`config.mk`:
```
export PLATFORM = sky130hd
export DESIGN_NAME = mul_hilo_ctrl
export DESIGN_NICKNAME = d
export VERILOG_FILES = /design/src/rtl/mul_hilo_ctrl_pkg.sv /design/src/rtl/mul_hilo_ctrl_fa64.sv /design/src/rtl/mul_hilo_ctrl.sv
export SDC_FILE = /design/constraint.sdc
export NUM_CORES = 1
export LEC_CHECK = 0
export CAP_MARGIN = 20
export CORE_MARGIN = 2
export CORE_UTILIZATION = 40
export CTS_CLUSTER_DIAMETER = 60
export DETAILED_ROUTE_END_ITERATION = 6
export GPL_TIMING_DRIVEN = 0
export PLACE_DENSITY_LB_ADDON = 0.2
export SYNTH_ARGS = -nofsm -noshare
export SYNTH_HDL_FRONTEND = slang
export SYNTH_SLANG_ARGS = --single-unit
```
`constraint.sdc`:
```
create_clock -name CLK -period 12 [get_ports CLK]
set_clock_uncertainty 0.05 [all_clocks]
set_input_delay 2.4 -clock CLK [delete_from_list [all_inputs] [get_ports CLK]]
set_output_delay 2.4 -clock CLK [all_outputs]
set_load 0.005 [all_outputs]
```
`src/rtl/mul_hilo_ctrl_pkg.sv`:
```
// Shared encodings and bus widths for the execute-stage multiply sequencer.
// Covers the op codes, the sequencer states and the 64-bit HI:LO bus widths.
package mul_hilo_ctrl_pkg;

  localparam int unsigned MUL_DATA_W          = 32;
  localparam int unsigned DOUBLE_REG_DATA_BUS = 2 * MUL_DATA_W;

  typedef enum logic [2:0] {
    MULOP_NONE  = 3'b000,
    MULOP_MULT  = 3'b001,
    MULOP_MULTU = 3'b010,
    MULOP_MUL   = 3'b011,
    MULOP_MADD  = 3'b100,
    MULOP_MADDU = 3'b101,
    MULOP_MSUB  = 3'b110,
    MULOP_MSUBU = 3'b111
  } mul_op_e;

  typedef enum logic [1:0] {
    MULC_IDLE = 2'b00,
    MULC_WAIT = 2'b01,
    MULC_ACC  = 2'b10,
    MULC_DONE = 2'b11
  } mulc_state_e;

  // Result beat payload for the HI/LO write path.
  typedef struct packed {
    logic [MUL_DATA_W-1:0] hi;
    logic [MUL_DATA_W-1:0] lo;
  } mul_hilo_t;

  function automatic logic op_is_signed(input logic [2:0] op);
    case (op)
      MULOP_MULT, MULOP_MUL, MULOP_MADD, MULOP_MSUB: return 1'b1;
      default:                                       return 1'b0;
    endcase
  endfunction

  function automatic logic op_is_acc(input logic [2:0] op);
    return op[2];
  endfunction

  function automatic logic op_is_sub(input logic [2:0] op);
    return op[2] & op[1];
  endfunction

endpackage

```
`src/rtl/mul_hilo_ctrl_fa64.sv`:
```
// Full-width adder/subtractor used for the HI:LO accumulate step.
// Subtraction is a + ~b + 1, so the result wraps modulo 2^W.
module mul_hilo_ctrl_fa64 #(
  parameter int unsigned W = 64
) (
  input  logic [W-1:0] a_i,
  input  logic [W-1:0] b_i,
  input  logic         is_sub_i,
  output logic [W-1:0] sum_o
);

  assign sum_o = a_i + (b_i ^ {W{is_sub_i}}) + W'(is_sub_i);

endmodule

```
`src/rtl/mul_hilo_ctrl.sv`:
```
// Execute-stage sequencer for the two-stage multiplier: issues the op, stalls the
// pipe while it runs, performs the HI:LO accumulate step and returns one result beat.
module mul_hilo_ctrl
  import mul_hilo_ctrl_pkg::*;
#(
  parameter int unsigned DATA_W = 32
) (
  input  logic                  CLK,
  input  logic                  RST,
  input  logic                  OP_VALID,
  input  logic [2:0]            OP,
  input  logic [DATA_W-1:0]     SRC_A,
  input  logic [DATA_W-1:0]     SRC_B,
  input  logic [DATA_W-1:0]     HI_IN,
  input  logic [DATA_W-1:0]     LO_IN,
  input  logic                  FLUSH,
  output logic                  MUL_SIGNED,
  output logic [DATA_W-1:0]     MUL_A,
  output logic [DATA_W-1:0]     MUL_B,
  output logic                  MUL_START,
  output logic                  MUL_CANCEL,
  input  logic [2*DATA_W-1:0]   MUL_RESULT,
  input  logic                  MUL_READY,
  output logic                  STALL_REQ,
  output logic                  RESULT_VALID,
  output logic                  WRITE_HILO,
  output logic                  WRITE_GPR,
  output logic [DATA_W-1:0]     HI_OUT,
  output logic [DATA_W-1:0]     LO_OUT,
  output logic [DATA_W-1:0]     GPR_OUT
);

  localparam int unsigned DW2 = 2 * DATA_W;

  mulc_state_e            state_q;
  mul_op_e                op_q;
  logic [DW2-1:0]         hilo_q;
  logic [DW2-1:0]         prod_q;
  logic [DW2-1:0]         acc_d;
  mul_hilo_t              res_q;
  logic [DATA_W-1:0]      gpr_q;
  logic                   issue_c;
  logic                   done_c;

  // Issue only from IDLE with a real op and no flush in flight.
  assign issue_c = (state_q == MULC_IDLE) & OP_VALID & (OP != 3'b000) & ~FLUSH;
  assign done_c  = (state_q == MULC_DONE) & ~FLUSH;

  assign MUL_SIGNED = op_is_signed(OP);
  assign MUL_A      = SRC_A;
  assign MUL_B      = SRC_B;
  assign MUL_START  = issue_c;
  assign MUL_CANCEL = FLUSH;

  assign STALL_REQ = ~FLUSH & (issue_c | (state_q == MULC_WAIT) | (state_q == MULC_ACC));

  assign RESULT_VALID = done_c;
  assign WRITE_GPR    = done_c & (op_q == MULOP_MUL);
  assign WRITE_HILO   = done_c & (op_q != MULOP_MUL);

  assign HI_OUT  = res_q.hi;
  assign LO_OUT  = res_q.lo;
  assign GPR_OUT = gpr_q;

  // Latched HI:LO plus or minus the captured product.
  mul_hilo_ctrl_fa64 #(.W(DW2)) u_fa64 (
    .a_i      (hilo_q),
    .b_i      (prod_q),
    .is_sub_i (op_is_sub(op_q)),
    .sum_o    (acc_d)
  );

  // Sequencer state, operand latches and the held result registers.
  always_ff @(posedge CLK) begin
    if (RST) begin
      state_q <= MULC_IDLE;
      op_q    <= MULOP_NONE;
      hilo_q  <= '0;
      prod_q  <= '0;
      res_q   <= '0;
      gpr_q   <= '0;
    end else begin
      case (state_q)
        MULC_IDLE: begin
          if (issue_c) begin
            op_q    <= mul_op_e'(OP);
            hilo_q  <= {HI_IN, LO_IN};
            state_q <= MULC_WAIT;
          end
        end
        MULC_WAIT: begin
          if (FLUSH) begin
            state_q <= MULC_IDLE;
          end else if (MUL_READY) begin
            prod_q <= MUL_RESULT;
            if (op_is_acc(op_q)) begin
              state_q <= MULC_ACC;
            end else begin
              state_q <= MULC_DONE;
              if (op_q == MULOP_MUL) begin
                gpr_q <= MUL_RESULT[DATA_W-1:0];
              end else begin
                res_q <= MUL_RESULT;
              end
            end
          end
        end
        MULC_ACC: begin
          if (FLUSH) begin
            state_q <= MULC_IDLE;
          end else begin
            res_q   <= acc_d;
            state_q <= MULC_DONE;
          end
        end
        MULC_DONE: begin
          // The issuing instruction leaves EX this cycle; the next op issues from IDLE.
          state_q <= MULC_IDLE;
        end
        default: begin
          state_q <= MULC_IDLE;
        end
      endcase
    end
  end

endmodule

```
==> results by group <==
Run status
  • Status: finished, final reports clean

Setup path
  • Worst EP arrival: 5.61 ns
  • Slowest stage delay, CP: 0.73 ns
  • Crit-path slowest cell: nor4b_1
  • Setup Crit Path Kind: in -> out
  • Most frequent cell on the critical path: clkbuf_1
  • Critical Path RT: 9.55 ns
  • CP endpoint kind: output pin
  • Crit-path cells: clkdlybuf4s50_1, clkbuf_1, nor4b_1, o31ai_2, clkbuf_1, clkbuf_1, o21ai_0, clkdlybuf4s50_1
  • Startpoint types: input pin
  • Critical path fanouts, max: 10

Drt
  • First-pass DRT Iterations: 7
  • Via count: 14500
  • Routed len/inst: 20.7 um
  • 1st-iter DRT viols: 1092
  • Remaining DRCs: 0
  • Post-route ant nets: 0
  • DRT Wirelength: 54500 um
  • Routed vias/inst: 5.50

Cells and area
  • Seq. cell area: 0.00458 sq mm
  • Layout area overhead: 33.6%
  • Layout cells sized above 1: 0.0691
  • Layout Cells excl Fill: 2634
  • Multi-input gate area: 0.00801 sq mm
  • Nets: 2436
  • Filler cells: 3264
  • Inserted Diodes: 0

Place
  • Pre-CTS setup slack: 3.96 ns
  • Post-detail-place hpwl: 42300 um
  • Placer congestion estimate: 0.982
  • Count of input and output buffers: 301
  • Placed insts: 2584

Clock network
  • CTS resizes: 0
  • Post-CTS Setup Inserts: 0
  • H-tree depth: 1
  • Worst-path clk slew: 0.06 ns
  • CTS Buf Count: 29
  • Hold-fix buffers, CTS: 0
  • TritonCTS clock tree: yes
  • Root Driver: clkbuf_16
  • Clk sink count: 229
  • Worst-skew pair later-pin latency: 0.56 ns
  • Clock Path Buffers: 3

Global routing
  • Antenna violations before repair: 0
  • Global-route wire length before repair: 81500 um
  • Total grt overflow: 0
  • Maximum number of pins on one net before global-route repair: 14
  • Tot GR Track Use: 0.297
  • Vias in the first global route: 14000

Synth
  • FFs w/ async S/R, synth: 0
  • Syn_nets: 2103
  • Count leader, synth: nand2_1
  • Most used DFF post-synth: dfxtp_1
  • Synth top area cells: dfxtp_1, nand2_1, a21oi_1
  • Netlist cell types: 77
  • Cells after Synth: 1834
  • Mean cell area of the mapped netlist: 7.45 sq um
  • Top cells by count, synth: nand2_1, a21oi_1, dfxtp_1
  • Synthesis-stage register bit count: 229
  • Top cell type's share of synthesized area: 0.336
  • Yosys warns: 0
  • Synth area leader: dfxtp_1
  • Sequential fraction of the synthesis area: 0.336
  • Post-synth EDFFs: 0
  • Synth Cell Area: 0.0137 sq mm

Floorplanning
  • Die Area: 0.0356 sq mm
  • # IOs: 367
  • Core area: 0.0336 sq mm
  • Initial core utilization: 0.406
  • Die W: 189 um
  • # rows: 67
  • Die H: 189 um

Pwr
  • Pleak: 0.00681 uW
  • Pwr/cell area: 109 mW/mm^2
  • Peak supply drop: 0.000103 V

Timing
  • Max Clk Rate: 124 MHz
  • RSZ-0062 raised after global routing: no
  • Worst Tran Pin Value: 1.20 ns
  • Final setup vio count: 0
  • Hold Vio Cnt, Final: 0
  • Period utilisation layout: 0.671
  • Post-route setup TNS: 0 ns
  • Slew Limit Fails: 0
  • Relative slew slack: 0.198
  • Final WS setup: 3.94 ns
  • Tmin final: 8.06 ns

Flow run
  • Max-cap violations: 0

Hold path
  • Hold crit path type: reg -> reg
-- per-stage QoR --
step	util	power (uW)	instance area, sq um	hold WS (ns)
2_1_floorplan	-	936	13700	0.391
3_3_place_gp	0.512	1080	17200	0.391
3_5_place_dp	0.513	1080	17200	0.398
4_1_cts	0.543	2000	18200	0.408
6_report	0.543	1990	18200	0.408
5_1_grt	0.543	2060	18200	0.428
-- cell type report --
type                       instances  share of cell area
buffer                           192              0.0543
clock buffer                      38              0.0438
clock inverter                    12              0.0111
inverter                          19             0.00391
multi-input combinational       1394               0.439
sequential                       229               0.251
tap                              448              0.0307
timing repair buffer             302               0.166
-- logic make-up (layout without fill, tap and decap cells) --
| family | count (synthesis) | count (layout) | synth area share |
|---|---|---|---|
| and+or+nand+nor | 670 | 670 | 0.211 |
| AOI/OAI and AO/OA | 533 | 533 | 0.233 |
| DFF | 229 | 229 | 0.336 |
| buffers and inverters | 211 | 563 | 0.0778 |
| xor gates and xnor gates | 116 | 116 | 0.0744 |
| adders and majority gates | 69 | 69 | 0.0638 |
| muxes | 6 | 6 | 0.00449 |
-- metal layers --
layer / vias to the layer above / share of wire / global-route usage
li1: 6939 / - / -
met1: 6839 / 0.42 / 0.388
met2: 621 / 0.47 / 0.505
met3: 98 / 0.071 / 0.0374
met4: 0 / 0.038 / 0.102
met5: - / 0 / 0
-- worst max-delay path, delay by kind of cell --
| kind | cells | cell delay [ns] |
|---|---|---|
| compound gates | 2 | 0.45 |
| buf+inv | 5 | 2.02 |
| simple gates | 1 | 0.73 |
-- flip-flops by register name (all words and copies together) (netlist names) --
signal and flops:
GPR_OUT 32, HI_OUT 32, LO_OUT 32, hilo_q 64
op_q 3, prod_q 64, state_q 2
-- placed cells by master, fill, tap and decap left out, types with 29 or more instances in the layout --
master           netlist  layout
nor2_1                98      98
clkbuf_1             100     105
clkbuf_16              0      29
a21oi_1              288     288
dfxtp_1              229     229
xnor2_1               89      89
buf_4                 67      68
clkdlybuf4s50_1        0     301
nand2_1              427     427
a211oi_1              29      29
ha_1                  68      68
o21ai_0               78      78
-- path summary, 6_finish.rpt --
path | startpoint | end | slack [ns] | cells after the start
min reg2reg | GPR_OUT[12]$_SDFFE_PP0P_ | GPR_OUT[12]$_SDFFE_PP0P_ | 0.41 | 2
max reg2reg | op_q[1]$_SDFFE_PP0P_ | HI_OUT[30]$_SDFFE_PP0P_ | 6.66 | 14
min | GPR_OUT[12]$_SDFFE_PP0P_ | GPR_OUT[12]$_SDFFE_PP0P_ | 0.41 | 2
max | FLUSH | STALL_REQ | 3.94 | 8
-- report_power, final --
| part | switching (uW) | internal [uW] |
|---|---|---|
| clock | 351 | 574 |
| combinational | 138 | 130 |
| sequential | 16.6 | 782 |
| total | 506 | 1490 |
(Power assumes the default switching activity.)
